===== src/rtl/spi_arb_pkg.sv =====
// Shared types and constants for the SPI controller arbiter: FSM states,
// address decode prefixes and bus widths.
package spi_arb_pkg;

  localparam int ADDR_W = 17;
  localparam int DATA_W = 32;

  localparam logic [4:0] ADC_PREFIX = 5'b00001;
  localparam logic [4:0] DAC_PREFIX = 5'b00010;

  typedef enum logic [2:0] {
    IDLE,
    ISSUE,
    WAIT_START,
    WAIT_END,
    DONE
  } state_t;

  // ADC accepts reads and writes; the DAC has no readback path.
  function automatic logic is_legal(input logic [4:0] prefix, input logic write);
    return (prefix == ADC_PREFIX) || ((prefix == DAC_PREFIX) && write);
  endfunction

endpackage


===== src/rtl/spi_arbiter_rr_pick.sv =====
// Combinational round-robin selector: returns the first set request at or
// after ptr, wrapping cyclically, plus a flag when any request is set.
module rr_pick #(
  parameter int N  = 2,
  parameter int IW = (N > 1) ? $clog2(N) : 1
) (
  input  logic [N-1:0]  req,
  input  logic [IW-1:0] ptr,
  output logic [IW-1:0] idx,
  output logic          any
);

  int j;

  // Scan from the farthest offset down so the closest hit wins.
  always_comb begin
    idx = ptr;
    any = 1'b0;
    j   = 0;
    for (int off = N - 1; off >= 0; off--) begin
      j = int'(ptr) + off;
      if (j >= N) j = j - N;
      if (req[j]) begin
        idx = IW'(j);
        any = 1'b1;
      end
    end
  end

endmodule


===== src/rtl/spi_arbiter.sv =====
// Round-robin arbiter sharing one spi_controller among NUM_REQ requesters.
// Define SPI_ARB_BURST_EN to add req_lock, which keeps priority on the granted requester.
module spi_arbiter
  import spi_arb_pkg::*;
#(
  parameter int NUM_REQ    = 2,
  parameter int START_WAIT = 8
) (
  input  logic                      clk,
  input  logic                      reset,
  input  logic [NUM_REQ-1:0]        req_valid,
  input  logic [NUM_REQ-1:0]        req_write,
  input  logic [ADDR_W*NUM_REQ-1:0] req_address,
  input  logic [DATA_W*NUM_REQ-1:0] req_wdata,
`ifdef SPI_ARB_BURST_EN
  input  logic [NUM_REQ-1:0]        req_lock,
`endif
  output logic [NUM_REQ-1:0]        req_done,
  output logic                      req_err,
  output logic [DATA_W-1:0]         req_rdata,
  output logic                      spi_write_req,
  output logic                      spi_read_req,
  output logic [ADDR_W-1:0]         spi_address,
  output logic [DATA_W-1:0]         spi_data_write,
  input  logic                      spi_busy,
  input  logic [DATA_W-1:0]         spi_data_read
);

  localparam int IW = (NUM_REQ > 1) ? $clog2(NUM_REQ) : 1;
  localparam int CW = $clog2(START_WAIT + 1);

  state_t              state, state_next;
  logic [IW-1:0]       grant, grant_next, ptr, ptr_next, pick_idx;
  logic                pick_any, lock_hold;
  logic                wr, wr_next, err, err_next;
  logic [ADDR_W-1:0]   addr, addr_next;
  logic [DATA_W-1:0]   wdata, wdata_next, rdata, rdata_next;
  logic [CW-1:0]       cnt, cnt_next;

  rr_pick #(.N(NUM_REQ), .IW(IW)) u_pick (
    .req (req_valid),
    .ptr (ptr),
    .idx (pick_idx),
    .any (pick_any)
  );

`ifdef SPI_ARB_BURST_EN
  assign lock_hold = req_lock[grant];
`else
  assign lock_hold = 1'b0;
`endif

  assign req_rdata = rdata;

  always_ff @(posedge clk) begin
    if (reset) begin
      state <= IDLE;
      grant <= '0;
      ptr   <= '0;
      wr    <= 1'b0;
      err   <= 1'b0;
      addr  <= '0;
      wdata <= '0;
      rdata <= '0;
      cnt   <= '0;
    end else begin
      state <= state_next;
      grant <= grant_next;
      ptr   <= ptr_next;
      wr    <= wr_next;
      err   <= err_next;
      addr  <= addr_next;
      wdata <= wdata_next;
      rdata <= rdata_next;
      cnt   <= cnt_next;
    end
  end

  always_comb begin
    state_next     = state;
    grant_next     = grant;
    ptr_next       = ptr;
    wr_next        = wr;
    err_next       = err;
    addr_next      = addr;
    wdata_next     = wdata;
    rdata_next     = rdata;
    cnt_next       = cnt;
    req_done       = '0;
    req_err        = 1'b0;
    spi_write_req  = 1'b0;
    spi_read_req   = 1'b0;
    spi_address    = '0;
    spi_data_write = '0;

    if (state inside {ISSUE, WAIT_START, WAIT_END}) begin
      spi_address    = addr;
      spi_data_write = wdata;
    end

    case (state)
      IDLE: begin
        if (pick_any && !spi_busy) begin
          grant_next = pick_idx;
          wr_next    = req_write[pick_idx];
          addr_next  = req_address[ADDR_W*int'(pick_idx) +: ADDR_W];
          wdata_next = req_wdata[DATA_W*int'(pick_idx) +: DATA_W];
          err_next   = 1'b0;
          if (is_legal(addr_next[15:11], wr_next)) begin
            state_next = ISSUE;
          end else begin
            state_next = DONE;
            err_next   = 1'b1;
            rdata_next = '0;
          end
        end
      end
      ISSUE: begin
        spi_write_req = wr;
        spi_read_req  = !wr;
        cnt_next      = CW'(1);
        state_next    = WAIT_START;
      end
      // cnt counts cycles since ISSUE so the abort lands exactly START_WAIT cycles later.
      WAIT_START: begin
        if (spi_busy) begin
          state_next = WAIT_END;
        end else if (int'(cnt) >= START_WAIT - 1) begin
          state_next = DONE;
          err_next   = 1'b1;
          rdata_next = '0;
        end else begin
          cnt_next = cnt + 1'b1;
        end
      end
      WAIT_END: begin
        if (!spi_busy) begin
          rdata_next = spi_data_read;
          err_next   = 1'b0;
          state_next = DONE;
        end
      end
      DONE: begin
        req_done[grant] = 1'b1;
        req_err         = err;
        ptr_next        = lock_hold ? grant :
                          ((int'(grant) == NUM_REQ - 1) ? '0 : grant + 1'b1);
        state_next      = IDLE;
      end
      default: state_next = IDLE;
    endcase
  end

endmodule

===== config.mk =====
export PLATFORM = sky130hd
export DESIGN_NAME = spi_arbiter
export DESIGN_NICKNAME = d
export VERILOG_FILES = /design/src/rtl/spi_arb_pkg.sv /design/src/rtl/spi_arbiter_rr_pick.sv /design/src/rtl/spi_arbiter.sv
export SDC_FILE = /design/constraint.sdc
export NUM_CORES = 1
export LEC_CHECK = 0
export BUFFER_PORTS_ARGS = -buffer_cell sky130_fd_sc_hd__buf_2
export CORE_MARGIN = 2
export CORE_UTILIZATION = 46
export DETAILED_ROUTE_END_ITERATION = 7
export PLACE_DENSITY_LB_ADDON = 0.25
export SLEW_MARGIN = 40
export SYNTH_ARGS = -nofsm -noshare
export SYNTH_HDL_FRONTEND = slang
export SYNTH_HIERARCHICAL = 1
export SYNTH_SLANG_ARGS = --single-unit

===== constraint.sdc =====
create_clock -name clk -period 2.4 [get_ports clk]
set_input_delay 0.48 -clock clk [delete_from_list [all_inputs] [get_ports clk]]
set_output_delay 0.48 -clock clk [all_outputs]
set_load 0.1 [all_outputs]

---- Word-level counts from Yosys, hierarchy flattened ----
Index checks and enable logic that the tools add are counted.
cells by class
  mux-type cells .......................... 44
  equality and inequality tests ........... 13
  bitwise gates (word level) .............. 0
  shift-type cells ........................ 2
  $lt $le $gt $ge ......................... 8
  reduce and logical (&&, ||, !) cells .... 15
  $mul .................................... 1
  divide/modulo/power cells ............... 0
  add/sub/neg operators ................... 5
operators by type and width
  kind                   number
  $mux 32                8
  $pmux 32 s3            1
  $lt 32x3->1 const B    2
  $shiftx 64x7->32       1
  $shiftx 34x7->17       1
  $ge 32x3->1 const B    1
  $sub 32x3->32 const B  1
  $mux 1                 22
  $mux 17                1
  $mux 3                 5
  $pmux 3 s4             1
  $ne 2x2->1 const B     5
  $mux 4                 2
  $pmux 4 s2             1
  $eq 3x2->1 const B     2
  $mul 5x1->6 const A    1
  $reduce_and 3->1       2
  $reduce_and 6->1       1
  $reduce_bool 3->1      2
  $eq 5x1->1 const B     1
  $eq 5x2->1 const B     1
  $reduce_and 5->1       1
  $add 4x1->4 const B    1
  $ge 4x3->1 const B     1
  19 further kinds       23
storage, ports and cells
  bits in latches ......................... 0
  word-level logic and storage cells ...... 97
  bits in read-only memories .............. 0
  bits in registers ....................... 92
  output and inout port bits .............. 86
  bits of input ports ..................... 137
  memories ................................ 0
  RAM bits ................................ 0

---- Longest topological paths before layout ----
  word-level depth ........................ 16
  depth in mapped cells ................... 8
  mapped depth without buffers ............ 6

---- By module ----
The synthesis kept the hierarchy.
by module, submodules not included
  module       seq. area each (µm²)  cells each  area each (µm²)  times used
  spi_arbiter  1841.8                493         4441.8           1
  rr_pick      0.0                   3           21.3             1

---- Worst setup path after synthesis ----
Ideal clock, no wire load.
  path kind ............................... register to output
  from .................................... register state[2]
  to ...................................... output port spi_read_req
  stages on the path, launching flop included .. 4
  path slack .............................. -0.336 ns
  data arrival time ....................... 2.256 ns
  cell sequence ........................... dfxtp_1 -> buf_2 -> nor3b_1 -> nor2b_1
on the way
  word-level cells in the longest chain between the ends .. 2
RTL lines
  what                    RTL line            source
  start, declared         spi_arbiter.sv:32   state_t state, state_next;
  start signal, assigned  spi_arbiter.sv:67   state <= state_next;
  $eq 3x1->1              spi_arbiter.sv:101  case (state)
  $mux 1                  spi_arbiter.sv:101
  end, declared           spi_arbiter.sv:22   output logic spi_read_req,
No other way between the ends.

---- Worst setup path after layout ----
  from .................................... register state[2]
  to ...................................... output port spi_write_req
on the way
  word-level cells in the longest chain between the ends .. 2
RTL lines
  what           RTL line            source
  $eq 3x1->1     spi_arbiter.sv:101
  $mux 1         spi_arbiter.sv:101
  end, declared  spi_arbiter.sv:21   output logic spi_write_req,
No other way between the ends.

==> impl_metrics.env <==
export IMPL_die_h_um=102.5
export IMPL_grt_max_degree=52
export IMPL_min_delay_path_depth=3
export IMPL_antenna_found_initial=0
export IMPL_drv_cap=0
export IMPL_post_route_util=0.7127
export IMPL_wl_per_cell_um=14.71
export IMPL_overflow=0
export IMPL_n_fill_cell=739
export IMPL_io_pin_count=223
export IMPL_setup_viol=0
export IMPL_clock_sink_count=92
export IMPL_grt_pass1_wl_um=19400
export IMPL_synth_nets=634
export IMPL_dpl_hpwl_um=9264
export IMPL_hp_start="spi_data_read[8]"
export IMPL_reg2reg_from="ptr"
export IMPL_rows=35
export IMPL_initial_core_util=0.4785
export IMPL_synth_top_area_cell="dfxtp_1"
export IMPL_r2r_slack_ps=280
export IMPL_nNetsFinal=840
export IMPL_yosysTopAreaCellShare=0.4127
export IMPL_r2r_cells=5
export IMPL_clock_latency_ps=360
export IMPL_fin_crit_sh=0.9502
export IMPL_postLayoutCellArea_um2=6648
export IMPL_netlist_top_cells_area="dfxtp_1 41%, mux2i_1 11%, a211oi_1 7.2%, and2_1 7.0%, nor2_1 4.7%"
export IMPL_cts_max_path_buffers=2
export IMPL_fmax_mhz=438.5
export IMPL_drt_first_pass_iters=4
export IMPL_drt_iter0_markers=92
export IMPL_io_buffers=222
export IMPL_final_cells=836
export IMPL_tns_ps=0
export IMPL_p_per_area_nw_per_um2=657.4
export IMPL_drive_gt1_frac=0.4074
export IMPL_final_hold_viol_count=0
export IMPL_grt_usage=0.2324
export IMPL_worstMarginPinSlew_ps=600.6
export IMPL_numPlacedInstances=819
export IMPL_syn_instance_count=496
export IMPL_viasPerCell=5.151
export IMPL_holdPathEnd="req_rdata[8]"
export IMPL_synth_compound_area_frac=0.1690
export IMPL_hold_path_class="input port to flop"
export IMPL_synth_xor_area_share=0
export IMPL_numCtsBuffers=9
export IMPL_leakagePower_nw=2.849
export IMPL_critPathCaptureType="primary output"
export IMPL_worst_slack_ps=119.5
export IMPL_regToRegEndpoint="state[0]"
export IMPL_switching_share=0.3714
export IMPL_synth_cell_type_count=44
export IMPL_remaining_drc_errors=0
export IMPL_place_ws_ps=-10.83
export IMPL_clock_power_share=0.242
export IMPL_post_cts_resized=0
export IMPL_routed_wl_um=12300
export IMPL_intPower_mw=2.747
export IMPL_cts_setup_buffers=0
export IMPL_drv_slew=0
export IMPL_yosysWarnings=6
export IMPL_combPwrFrac=0.364
export IMPL_ys_seq_area_frac=0.4127
export IMPL_finalWorstPathRequiredPeriod_ps=2281
export IMPL_syn2layout_area_growth_pct=48.95
export IMPL_syn_cell_area_um2=4463
export IMPL_cp_arrival_ps=1800
export IMPL_antenna_left=0
export IMPL_tritoncts="yes"
export IMPL_synth_avg_cell_area_um2=8.998
export IMPL_crit_required_ps=1920
export IMPL_grt_setup_unrepaired="false"
export IMPL_seqPwrFrac=0.394
export IMPL_dr_total_vias=4306
export IMPL_grt_pass1_vias=4188
export IMPL_seq_area_um2=1843
export IMPL_slew_headroom=0.5996
export IMPL_synth_area_mux_share=0.1144
export IMPL_htree_num_levels=3
export IMPL_die_width_um=102.5
export IMPL_fp_dieArea_um2=10510
export IMPL_gp_congestion=0.7809
export IMPL_synth_top_family_by_area="simple AND/OR/NAND/NOR gates"
export IMPL_cp_start_kind="flop"
export IMPL_worstPathMaxFanout=11
export IMPL_multi_input_area_um2=2420
export IMPL_clk_pin_slew_ps=100
export IMPL_ys_seq_elements=92
export IMPL_clock_skew_ps=17.54
export IMPL_placed_cell_area_um2=6429
export IMPL_cts_root_buf="clkbuf_8"
export IMPL_outcome="complete, no violations"
export IMPL_ir_drop_uv=317.6
export IMPL_crit_type="flop to primary output"
export IMPL_power_switching_mw=1.623
export IMPL_antenna_cells=0
export IMPL_synth_simple_area_share=0.2436
export IMPL_synth_fa_ha_area_frac=0.005327
export IMPL_cts_hold_fix_buffers=0
export IMPL_coreArea_um2=9328
==> final cells by class <==
class / count / share of cell area
repair buffers: 238 / 0.3030
multi-input cells: 358 / 0.3640
clock buffers: 9 / 0.01863
clock inverters: 7 / 0.01110
inverters: 3 / 0.001694
well taps: 129 / 0.02428
flip-flops and latches: 92 / 0.2772
==> Yosys cell counts, drive strengths merged <==
master,count
a2111oi,2
a211o,1
a211oi,53
a21oi,5
a2bb2oi,1
a31o,1
a31oi,2
a41oi,1
and2,50
and3,2
buf,25
clkbuf,18
dfxtp,92
ha,1
inv,3
maj3,1
mux2i,51
nand2,4
nand2b,33
nand3,35
nand3b,1
nor2,57
nor2b,5
nor3,5
nor3b,3
nor4,1
nor4b,1
o211a,1
o21ai,34
o22a,1
o22ai,1
or2,1
or2b,1
or3,1
or3b,2
==> worst max-delay path, stage by stage, from the launching register on <==
cell and delay [ps]:
dfxtp_1 350, buf_4 170, nor3b_1 290, and2_1 190, buf_2 430
==> state kept, by name (all words and copies together), names as in the netlist <==
name,count
ptr,1
cnt,4
req_rdata,32
grant,1
err,1
wdata,32
state,3
wr,1
addr,17
==> power groups by stage <==
stage                     Sequential, mW  Clock (mW)  Combinational (mW)
after floorplan                     1.76           0                1.06
after global placement              1.75           0                1.55
after detailed placement            1.76           0                1.59
after CTS                           1.72        1.08                1.59
after global routing                1.74        1.16                1.70
final                               1.72        1.06                1.59
==> logic make-up after synthesis <==
group | Yosys count
multiplexers | 51
buffers and inverters | 46
adder cells (fa/ha/maj) | 2
AND/OR/NAND/NOR | 202
AO/OA/AOI/OAI | 103
flip-flops | 92
==> worst max-delay path by stage <==
stage | start | slack [ps] | depth (start not counted) | to
6_report | state[2] | 120 | 4 | spi_write_req
3_5_place_dp | req_valid[0] | -10 | 7 | state[0]
4_1_cts | state[0] | 20 | 6 | spi_address[7]
2_1_floorplan | state[2] | 160 | 3 | spi_read_req
3_3_place_gp | spi_busy | -40 | 5 | err
5_1_grt | state[0] | 20 | 6 | spi_data_write[19]
==> metal layers <==
metal,vias to the layer above,GRT usage,share of wire
li1,2153,-,-
met1,1964,0.2658,0.40
met2,162,0.4087,0.50
met4,0,0.09333,0.027
met5,-,0,0
met3,27,0.06576,0.065
==> layout by cell type, fill, tap and decap left out, drive strengths merged, types with 10 or more instances in the layout <==
cell / count
nand3: 35
buf: 237
a211oi: 53
nand2b: 33
clkbuf: 10
nor2: 57
o21ai: 34
mux2i: 51
dfxtp: 92
and2: 50
==> stage by stage <==
stage | power, mW | hold WS [ps]
3_5_place_dp | 3.348 | 458.5
3_3_place_gp | 3.296 | 448.0
4_1_cts | 4.396 | 312.9
6_report | 4.370 | 329.2
5_1_grt | 4.597 | 313.4
2_1_floorplan | 2.814 | 471.9
No activity file was read; power rests on OpenSTA's default activity.
